### src/rtl/vga_tile_grid.sv
// VGA timing generator and GRID x GRID tile-puzzle renderer fed from one source image in an external ROM.
// The tile map and cursor are sampled once per frame, so on-screen updates never tear.
module vga_tile_grid #(
    parameter int          GRID       = 2,
    parameter int          TILE       = 240,
    parameter int          IDX_W      = 3,
    parameter int          ADDR_W     = 18,
    parameter int          CLK_DIV    = 4,
    parameter int          X_OFF      = 0,
    parameter int          Y_OFF      = 0,
    parameter int          H_ACTIVE   = 640,
    parameter int          H_FP       = 16,
    parameter int          H_SYNC     = 96,
    parameter int          H_BP       = 48,
    parameter int          V_ACTIVE   = 480,
    parameter int          V_FP       = 10,
    parameter int          V_SYNC     = 2,
    parameter int          V_BP       = 33,
    parameter int          BLANK_IDX  = 7,
    parameter logic [11:0] BLANK_RGB  = 12'h000,
    parameter int          CURSOR_W   = 4,
    parameter logic [11:0] CURSOR_RGB = 12'hF00
) (
    input  logic                        sys_clk,
    input  logic                        rst,
    input  logic [GRID*GRID*IDX_W-1:0]  tile_map,
    input  logic [IDX_W-1:0]            cursor_cell,
    input  logic                        cursor_en,
    output logic [ADDR_W-1:0]           rom_addr,
    input  logic [11:0]                 rom_data,
    output logic [3:0]                  red,
    output logic [3:0]                  green,
    output logic [3:0]                  blue,
    output logic                        hsync,
    output logic                        vsync,
    output logic                        frame_start
);

    localparam int H_TOTAL = H_ACTIVE + H_FP + H_SYNC + H_BP;
    localparam int V_TOTAL = V_ACTIVE + V_FP + V_SYNC + V_BP;
    localparam int CELLS   = GRID * GRID;
    localparam int SPAN    = GRID * TILE;
    localparam int H_W     = $clog2(H_TOTAL);
    localparam int V_W     = $clog2(V_TOTAL);
    localparam int D_W     = (CLK_DIV > 1) ? $clog2(CLK_DIV) : 1;
    localparam int T_W     = $clog2(TILE);
    localparam int C_W     = $clog2(GRID + 1);

    localparam logic [D_W-1:0] DIV_LAST = D_W'(CLK_DIV - 1);
    localparam logic [H_W-1:0] H_LAST   = H_W'(H_TOTAL - 1);
    localparam logic [V_W-1:0] V_LAST   = V_W'(V_TOTAL - 1);
    localparam logic [H_W-1:0] H_ACT    = H_W'(H_ACTIVE);
    localparam logic [V_W-1:0] V_ACT    = V_W'(V_ACTIVE);
    localparam logic [H_W-1:0] HS_LO    = H_W'(H_ACTIVE + H_FP);
    localparam logic [H_W-1:0] HS_HI    = H_W'(H_ACTIVE + H_FP + H_SYNC);
    localparam logic [V_W-1:0] VS_LO    = V_W'(V_ACTIVE + V_FP);
    localparam logic [V_W-1:0] VS_HI    = V_W'(V_ACTIVE + V_FP + V_SYNC);
    localparam logic [H_W-1:0] X_LO     = H_W'(X_OFF);
    localparam logic [V_W-1:0] Y_LO     = V_W'(Y_OFF);
    localparam logic [H_W-1:0] X_SPAN   = H_W'(SPAN);
    localparam logic [V_W-1:0] Y_SPAN   = V_W'(SPAN);
    localparam logic [T_W-1:0] T_LAST   = T_W'(TILE - 1);
    localparam logic [T_W-1:0] CW_LO    = T_W'(CURSOR_W);
    localparam logic [T_W-1:0] CW_HI    = T_W'(TILE - CURSOR_W);

    logic [D_W-1:0]   div_cnt;
    logic [H_W-1:0]   h, h_nxt, hx;
    logic [V_W-1:0]   v, v_nxt, vy;
    logic [T_W-1:0]   ox, oy;
    logic [C_W-1:0]   cc, cr;
    logic             pix_ce, h_last, v_last, frame_edge;

    logic [IDX_W-1:0] shadow [CELLS];
    logic [IDX_W-1:0] cursor_cell_sh;
    logic             cursor_en_sh;

    logic             active_c, in_grid_c, hs_c, vs_c, blank_c, border_c, cursor_c;
    logic [15:0]      cell_num, kr, kc;
    logic [IDX_W-1:0] k;
    logic [31:0]      addr_full;

    logic             s1_active, s1_grid, s1_blank, s1_cursor, s1_hs, s1_vs;

    assign pix_ce     = (div_cnt == DIV_LAST);
    assign h_last     = (h == H_LAST);
    assign v_last     = (v == V_LAST);
    assign frame_edge = pix_ce && h_last && v_last;
    assign h_nxt      = h_last ? '0 : h + 1'b1;
    assign v_nxt      = h_last ? (v_last ? '0 : v + 1'b1) : v;

    // Raster counters plus running cell/offset counters that restart at the grid's left and top edges.
    always_ff @(posedge sys_clk or negedge rst) begin
        if (!rst) begin
            div_cnt     <= '0;
            h           <= '0;
            v           <= '0;
            ox          <= '0;
            oy          <= '0;
            cc          <= '0;
            cr          <= '0;
            frame_start <= 1'b0;
        end else begin
            frame_start <= frame_edge;
            div_cnt     <= pix_ce ? '0 : div_cnt + 1'b1;
            if (pix_ce) begin
                h <= h_nxt;
                v <= v_nxt;
                if (h_nxt == X_LO) begin
                    ox <= '0;
                    cc <= '0;
                end else if (ox == T_LAST) begin
                    ox <= '0;
                    cc <= cc + 1'b1;
                end else begin
                    ox <= ox + 1'b1;
                end
                if (h_last) begin
                    if (v_nxt == Y_LO) begin
                        oy <= '0;
                        cr <= '0;
                    end else if (oy == T_LAST) begin
                        oy <= '0;
                        cr <= cr + 1'b1;
                    end else begin
                        oy <= oy + 1'b1;
                    end
                end
            end
        end
    end

    always_ff @(posedge sys_clk or negedge rst) begin
        if (!rst) begin
            for (int c = 0; c < CELLS; c++) shadow[c] <= IDX_W'(c);
            cursor_cell_sh <= '0;
            cursor_en_sh   <= 1'b0;
        end else if (frame_edge) begin
            for (int c = 0; c < CELLS; c++) shadow[c] <= tile_map[c*IDX_W +: IDX_W];
            cursor_cell_sh <= cursor_cell;
            cursor_en_sh   <= cursor_en;
        end
    end

    // Unsigned wrap of h-X_OFF makes left-of-grid pixels compare as huge, so one bound check suffices.
    always_comb begin
        hx        = h - X_LO;
        vy        = v - Y_LO;
        active_c  = (h < H_ACT) && (v < V_ACT);
        in_grid_c = active_c && (hx < X_SPAN) && (vy < Y_SPAN);
        hs_c      = !((h >= HS_LO) && (h < HS_HI));
        vs_c      = !((v >= VS_LO) && (v < VS_HI));

        cell_num = 16'(cr) * 16'(GRID) + 16'(cc);
        k = '0;
        for (int c = 0; c < CELLS; c++)
            if (cell_num == 16'(c)) k = shadow[c];

        kr      = '0;
        kc      = '0;
        blank_c = 1'b1;
        for (int t = 0; t < CELLS; t++) begin
            if (k == IDX_W'(t)) begin
                kr      = 16'(t / GRID);
                kc      = 16'(t % GRID);
                blank_c = (t == BLANK_IDX);
            end
        end

        addr_full = (32'(kr) * 32'(TILE) + 32'(oy)) * 32'(SPAN) + 32'(kc) * 32'(TILE) + 32'(ox);
        border_c  = (ox < CW_LO) || (ox >= CW_HI) || (oy < CW_LO) || (oy >= CW_HI);
        cursor_c  = cursor_en_sh && (cell_num == 16'(cursor_cell_sh)) && border_c;
    end

    // Stage 1 issues the ROM address; stage 2 picks the colour once ROM data for that pixel is back.
    always_ff @(posedge sys_clk or negedge rst) begin
        if (!rst) begin
            rom_addr  <= '0;
            s1_active <= 1'b0;
            s1_grid   <= 1'b0;
            s1_blank  <= 1'b0;
            s1_cursor <= 1'b0;
            s1_hs     <= 1'b1;
            s1_vs     <= 1'b1;
            red       <= '0;
            green     <= '0;
            blue      <= '0;
            hsync     <= 1'b1;
            vsync     <= 1'b1;
        end else if (pix_ce) begin
            s1_active <= active_c;
            s1_grid   <= in_grid_c;
            s1_blank  <= blank_c;
            s1_cursor <= in_grid_c && cursor_c;
            s1_hs     <= hs_c;
            s1_vs     <= vs_c;
            if (in_grid_c && !blank_c) rom_addr <= ADDR_W'(addr_full);

            hsync <= s1_hs;
            vsync <= s1_vs;
            if (!s1_active || !s1_grid)
                {red, green, blue} <= 12'h000;
            else if (s1_cursor)
                {red, green, blue} <= CURSOR_RGB;
            else if (s1_blank)
                {red, green, blue} <= BLANK_RGB;
            else
                {red, green, blue} <= rom_data;
        end
    end

endmodule

### config.mk
export PLATFORM = sky130hd
export DESIGN_NAME = vga_tile_grid
export DESIGN_NICKNAME = d
export VERILOG_FILES = /design/src/rtl/vga_tile_grid.sv
export SDC_FILE = /design/constraint.sdc
export NUM_CORES = 1
export LEC_CHECK = 0
export CAP_MARGIN = 20
export CORE_MARGIN = 3
export CORE_UTILIZATION = 60
export CTS_CLUSTER_SIZE = 16
export DETAILED_ROUTE_END_ITERATION = 6
export GPL_ROUTABILITY_DRIVEN = 0
export GPL_TIMING_DRIVEN = 0
export PLACE_DENSITY = 0.93
export SLEW_MARGIN = 5
export SYNTH_ARGS = -nofsm -noshare
export SYNTH_HDL_FRONTEND = slang
export SYNTH_SLANG_ARGS = --single-unit
### constraint.sdc
create_clock -name sys_clk -period 11.95 [get_ports sys_clk]
set_input_delay 2.39 -clock sys_clk [delete_from_list [all_inputs] [get_ports sys_clk]]
set_output_delay 2.39 -clock sys_clk [all_outputs]
set_load 0.01 [all_outputs]
==> run summary, run 1 <==
Outcome -> finished, final reports clean
Final Core Density -> 0.7330
Via Count -> 5035
CP Data Arrival Time -> 6350 ps
Final Non-Filler Cells -> 854
Fin crit period -> 6084 ps
Fillcell total -> 627
Worst-path clk slew -> 100 ps
P_leak -> 3.360 nW
Worst VDD drop -> 0.07600 mV
Highest cell delay on the worst timing path -> 600 ps
Core area -> 0.009955 mm2
Total track usage -> 0.2535
Routed Antenna Nets -> 0
Post_cts resized -> 0
Placed Instances -> 838
Overflow after GRT -> 0
Initial Util -> 0.6277
Synth unique cells -> 64
Most used DFF post-synth -> dfrtp_1
DR vias/cell -> 5.896
CTS Buffer Depth -> 2
Post-DR wirelength/cell -> 16.49 um
Final Instance Area -> 0.007297 mm2
Post-Syn Instances -> 642
Setup bufs post-CTS -> 0
Largest net degree at the start of global routing -> 73
Clock Latency Late Sink -> 380 ps
Die Width -> 108.1 um
Mapped Area -> 0.006248 mm2
EDFF count, synth -> 0
First-pass GRT wire length -> 23760 um
Total CTS buffers -> 9
Area Overhead vs Synth -> 16.78%
Post-Route WL -> 14080 um
Final period utilization -> 0.5091
Worst Setup Path Type -> flip-flop to flip-flop
#FFs+latches synth -> 97
Final Hold Vio Count -> 0
Crit-path slowest cell -> mux4_2
H-Tree Level Count -> 3
Vias in the first global route -> 5129
Die Ht -> 108.1 um
CTS root buffer -> clkbuf_8
Critical path launch point type -> flip-flop
Antenna cells -> 0
CP Capture Type -> flip-flop
Seq/Total Area, Yosys -> 0.3901
Worst Tran Pin Value -> 921.0 ps
DP Area -> 0.007061 mm2
Die Area -> 0.01167 mm2
Setup Skew -> 16.50 ps
Fraction of layout cells with a size suffix above 1 -> 0.09986
Final setup TNS -> 0 ps
Max-cap violations -> 0
CTS tree -> done
Smallest hold slack -> 444.8 ps
Fin. max-slew vios -> 0
Min-delay worst type -> flip-flop to flip-flop
CP max FO -> 9
# setup viols final -> 0
Mean area per synthesized cell -> 9.733 um2
Detailed placement HPWL -> 10370 um
Port Buffers -> 62
Synth Net Count -> 731
Power per cell area -> 83.14 mW/mm2
Sequence of cells on the critical path -> clkbuf_1 -> mux4_2 -> nor2b_1 -> o211a_1 -> ha_1 -> inv_1 -> fa_1 -> xnor2_1 -> xnor2_1 -> xnor2_1 -> ha_1 -> xor2_1 -> ha_1 -> o21a_1 -> a32oi_1 -> nand2_1 -> nor3b_1 -> and4_1 -> xnor3_1 -> mux2_4
# IOs -> 63
Initial DRC count -> 318
TritonRoute pass-1 iters -> 7
FMAX -> 0.1644 GHz
DRC violations left -> 0
Initial antenna violation count -> 0
Reg2reg setup slack -> 5870 ps
Final net count -> 805
CTS sink cnt -> 97
Relative slew slack -> 0.3813
CP required -> 12220 ps
Post-synth ARST share -> 1.000
Syn. warnings -> 0
Hold buffer count at cts -> 0
Std cell rows -> 36
RSZ-0062 raised after global routing -> no
-- power breakdown --
group / switching, mW / internal, mW
Combinational: 0.0105 / 0.0143
Sequential: 0.00146 / 0.330
Clock: 0.123 / 0.127
Total: 0.135 / 0.471
-- per-stage QoR --
step	worst slack (ps)	total power, mW
floorplan	6549	0.3408
global placement	5035	0.3611
detailed placement	5930	0.3630
CTS	5896	0.6096
global route	5410	0.6248
finish	5866	0.6067
-- state kept, by name, summed over array words and instances (netlist names), 2 cells and up --
name and count:
red 4, oy 8, cr 2, v 10
h 10, cc 2, blue 4, ox 8
cursor_cell_sh 3, shadow 12, div_cnt 2, green 4
rom_addr 18
-- critical path: cells and delay by family (launching register included) --
| kind | cells | cell delay, ps |
|---|---|---|
| compound gates | 3 | 730 |
| mux | 2 | 860 |
| flops | 1 | 330 |
| xor+xnor | 5 | 1270 |
| buf+inv | 2 | 560 |
| fa+ha+maj | 4 | 1370 |
| simple gates | 4 | 840 |
-- synth_stat cells, types with 4 or more instances --
cell type | instances | area [um2]
a21oi_1 | 16 | 80.08
nand4_1 | 13 | 81.33
or3_1 | 4 | 25.02
o31ai_1 | 5 | 37.54
mux2_2 | 21 | 236.5
buf_2 | 9 | 45.04
dfstp_2 | 8 | 210.2
nor3b_1 | 4 | 30.03
a21o_1 | 7 | 52.55
nor2b_1 | 8 | 50.05
dfrtp_1 | 89 | 2227
xor2_1 | 22 | 192.7
o21a_1 | 5 | 37.54
and4_1 | 7 | 61.31
a31oi_1 | 5 | 31.28
nor2_1 | 44 | 165.2
xnor2_1 | 29 | 254.0
and2_1 | 4 | 25.02
o21ai_0 | 43 | 215.2
nand2b_1 | 4 | 25.02
nand2_1 | 63 | 236.5
nor3_1 | 18 | 90.09
inv_1 | 49 | 183.9
and3_1 | 8 | 50.05
a22o_1 | 10 | 87.58
ha_1 | 43 | 538.0
fa_1 | 16 | 320.3
clkbuf_1 | 13 | 48.80
a221o_1 | 4 | 40.04
nand3_1 | 19 | 95.09
-- layout make-up --
class,instances,area (um2),share of cell area
inverters,49,183.9,0.02521
well taps,133,166.4,0.02281
flip-flops and latches,97,2437,0.3340
plain buffers,26,121.4,0.01663
clock inverters,6,98.84,0.01355
repair buffers,63,645.6,0.08848
multi-input cells,470,3506,0.4805
clock buffers,10,137.6,0.01886
-- cell usage in the layout, fill, tap and decap left out, drive strengths merged, types with 3 or more instances in the layout --
master and count:
dfrtp 89, nand2 63, clkdlybuf4s50 61, inv 51, nor2 45, o21ai 45
ha 43, xnor2 29, clkbuf 24, xor2 22, mux2 22, nand3 19
nor3 19, a21oi 17, fa 16, buf 14, nand4 13, a22o 10
and3 9, nor2b 8, dfstp 8, a21o 7, and4 7, a31oi 5
o31ai 5, o21a 5, and2 5, nand2b 4, nor3b 4, or3 4
a221o 4, or4 4, nor4 4, mux2i 3, or2 3, o2bb2ai 3
-- final timing paths --
check,start,to,cells past startpoint
worst max register to register,cc[0],rom_addr[17],20
worst min register to register,div_cnt[0],div_cnt[0],1
min in group asynchronous,rst,rom_addr[15],1
max in group asynchronous,rst,s1_vs,2
worst min-delay path,div_cnt[0],div_cnt[0],1
worst max-delay path,cc[0],rom_addr[17],20
-- routing by layer --
metal	track usage	wire [um]	vias up
li1	-	-	2379
met5	0	0	-
met1	0.3072	5504	2444
met4	0.08837	333	0
met2	0.4587	7568	171
met3	0.03940	678	41
-- kinds of logic after synthesis --
kind of cell	Yosys count	synth area share
flops	97	0.3901
simple gates	215	0.1740
mux	26	0.04866
xor+xnor	52	0.07509
buf+inv	75	0.04886
fa+ha+maj	60	0.1390
compound gates	117	0.1244
No activity file was read; power rests on OpenSTA's default activity.
==> run 2, diff against run 1 <==
CORE_UTILIZATION = 58   (was 60)
PLACE_DENSITY = 0.91   (was 0.93)
clock period = 6.15 ns   (was 11.95 ns; I/O delays follow)
==> run summary, run 2 (synthesis gave the netlist of run 1 again) <==
Outcome -> finished, final reports clean
Internal Dissipation -> 0.8199 mW (+74%)
Max-cap violations -> 0 (unchanged)
Initial Util -> 0.5999 (-0.02782)
Final period utilization -> 0.9245 (+0.4154)
Fraction of layout cells with a size suffix above 1 -> 0.1000 (+0.0001387)
Vias in the first global route -> 4978 (-2.9%)
CTS root buffer -> clkbuf_8
Final Core Density -> 0.6957 (-0.03730)
Power per cell area -> 148.5 mW/mm2 (+79%)
First-pass GRT wire length -> 23160 um (-2.5%)
CP max FO -> 9 (unchanged)
Hold buffer count at cts -> 0 (unchanged)
H-Tree Level Count -> 3 (unchanged)
Fin. max-slew vios -> 0 (unchanged)
Area Overhead vs Synth -> 15.98%
Final setup TNS -> 0 ps (unchanged)
CP required -> 6410 ps (-5810 ps)
CP Capture Type -> flip-flop
Initial antenna violation count -> 0 (unchanged)
Clk network pwr share -> 0.358 (-0.054)
Total CTS buffers -> 9 (unchanged)
CP Data Arrival Time -> 5940 ps (-410 ps)
Setup Skew -> 9.118 ps (-7.381 ps)
Detailed placement HPWL -> 10560 um (+1.8%)
Final Instance Area -> 0.007247 mm2 (-0.69%)
CTS sink cnt -> 97 (unchanged)
Final Hold Vio Count -> 0 (unchanged)
RSZ-0062 raised after global routing -> no
Setup bufs post-CTS -> 0 (unchanged)
Smallest hold slack -> 434.7 ps (-10.05 ps)
Antenna cells -> 0 (unchanged)
Register share of total power -> 0.598 (+0.051)
Die Width -> 109.8 um (+1.6%)
Relative slew slack -> 0.3441 (-0.03725)
Std cell rows -> 37 (+2.8%)
Sw Share -> 0.2381 (+0.01495)
Biggest regs -> rom_addr: 18 flops, shadow: 12 flops
Clock Latency Late Sink -> 370 ps (about the same)
Via Count -> 4990 (-0.89%)
Top reg by flops -> rom_addr
Critical path launch point type -> flip-flop
Worst-path clk slew -> 90 ps (about the same)
Routed Antenna Nets -> 0 (unchanged)
Most frequent cells in the layout -> dfrtp_1 (89), nand2_1 (63), clkdlybuf4s50_1 (61)
# IOs -> 63 (unchanged)
Die Ht -> 109.8 um (+1.6%)
# setup viols final -> 0 (unchanged)
Core area -> 0.01042 mm2 (+4.6%)
Post-DR wirelength/cell -> 16.06 um (-2.6%)
Min-delay worst type -> flip-flop to flip-flop
Die Area -> 0.01205 mm2 (+3.3%)
DRC violations left -> 0 (unchanged)
Worst Setup Path Type -> flip-flop to flip-flop
Overflow after GRT -> 0 (unchanged)
Switching pwr -> 0.2562 mW (+89%)
DP Area -> 0.007064 mm2 (about the same)
Most common cell after layout, fill and taps aside -> dfrtp_1
Initial DRC count -> 300 (-5.7%)
Fin crit period -> 5686 ps (-397.8 ps)
TritonRoute pass-1 iters -> 5 (-2)
Worst VDD drop -> 0.1181 mV (+55%)
Post_cts resized -> 0 (unchanged)
FMAX -> 0.1759 GHz (+7.0%)
P_leak -> 3.337 nW (-0.66%)
Logic pwr share -> 0.044 (+0.003)
Port Buffers -> 62 (unchanged)
Total track usage -> 0.2416 (-0.01187)
Largest net degree at the start of global routing -> 56 (-23%)
Final net count -> 804 (-0.12%)
Worst Tran Pin Value -> 976.4 ps (+55.45 ps)
Max FFs per register -> 18 (unchanged)
CTS Buffer Depth -> 2 (unchanged)
Post-Route WL -> 13750 um (-2.4%)
DR vias/cell -> 5.829 (-1.1%)
CTS tree -> done
==> run 2: power by group through the flow <==
stage / Combinational, mW / Clock [mW] / Sequential (mW)
after detailed placement: 0.0486 / 0 / 0.656
final: 0.0474 / 0.385 / 0.644
after floorplan: 0.00404 / 0 / 0.658
after global routing: 0.0518 / 0.412 / 0.645
after global placement: 0.0453 / 0 / 0.656
after CTS: 0.0488 / 0.390 / 0.644
==> run 2: area by class of cell <==
| cell class | instances | area (um2) |
|---|---|---|
| Buffer | 25 | 117.6 |
| Clock inverter | 5 | 40.04 |
| Fill cell | 769 | 3169 |
| Inverter | 49 | 183.9 |
| Clock buffer | 11 | 131.4 |
| Timing Repair Buffer | 63 | 645.6 |
| Multi-Input combinational cell | 470 | 3521 |
| Sequential cell | 97 | 2437 |
| Tap cell | 136 | 170.2 |
==> run 2: path summary, 6_finish.rpt <==
check                           startpoint            to  slack [ps]  cells after the start
worst max-delay path                 cc[0]  rom_addr[17]         460                     18
worst min register to register  div_cnt[0]    div_cnt[0]         430                      1
worst max register to register       cc[0]  rom_addr[17]         460                     18
min in group asynchronous              rst  rom_addr[15]         830                      1
worst min-delay path            div_cnt[0]    div_cnt[0]         430                      1
max in group asynchronous              rst         vsync        4610                      2
==> run 2: critical path: stages (launching register included) <==
cell and delay [ps]:
dfrtp_1 620, mux4_2 570, nor2b_1 190, o211a_1 310
ha_1 210, inv_1 60, fa_1 450, xnor2_2 360
xnor2_1 220, xnor2_1 130, fa_1 530, ha_1 230
nor3_1 80, and3_4 190, or4_4 530, o311ai_2 100
and4_1 250, xnor3_1 270, mux2_4 280
==> run 2: stage by stage <==
stage               setup slack [ps]  total power [mW]  cells
finish                         464.1             1.076    856
global placement               257.3            0.7016    840
floorplan                      748.8            0.6622    642
global route                   74.92             1.108    856
CTS                            55.08             1.082    857
detailed placement             89.65            0.7049    841
==> run 2: layer usage <==
layer,GRT usage,wire [um],up-vias
met1,0.3059,5716,2423
li1,-,-,2363
met5,0,0,-
met2,0.4246,7083,177
met4,0.06768,239,0
met3,0.04169,708,27
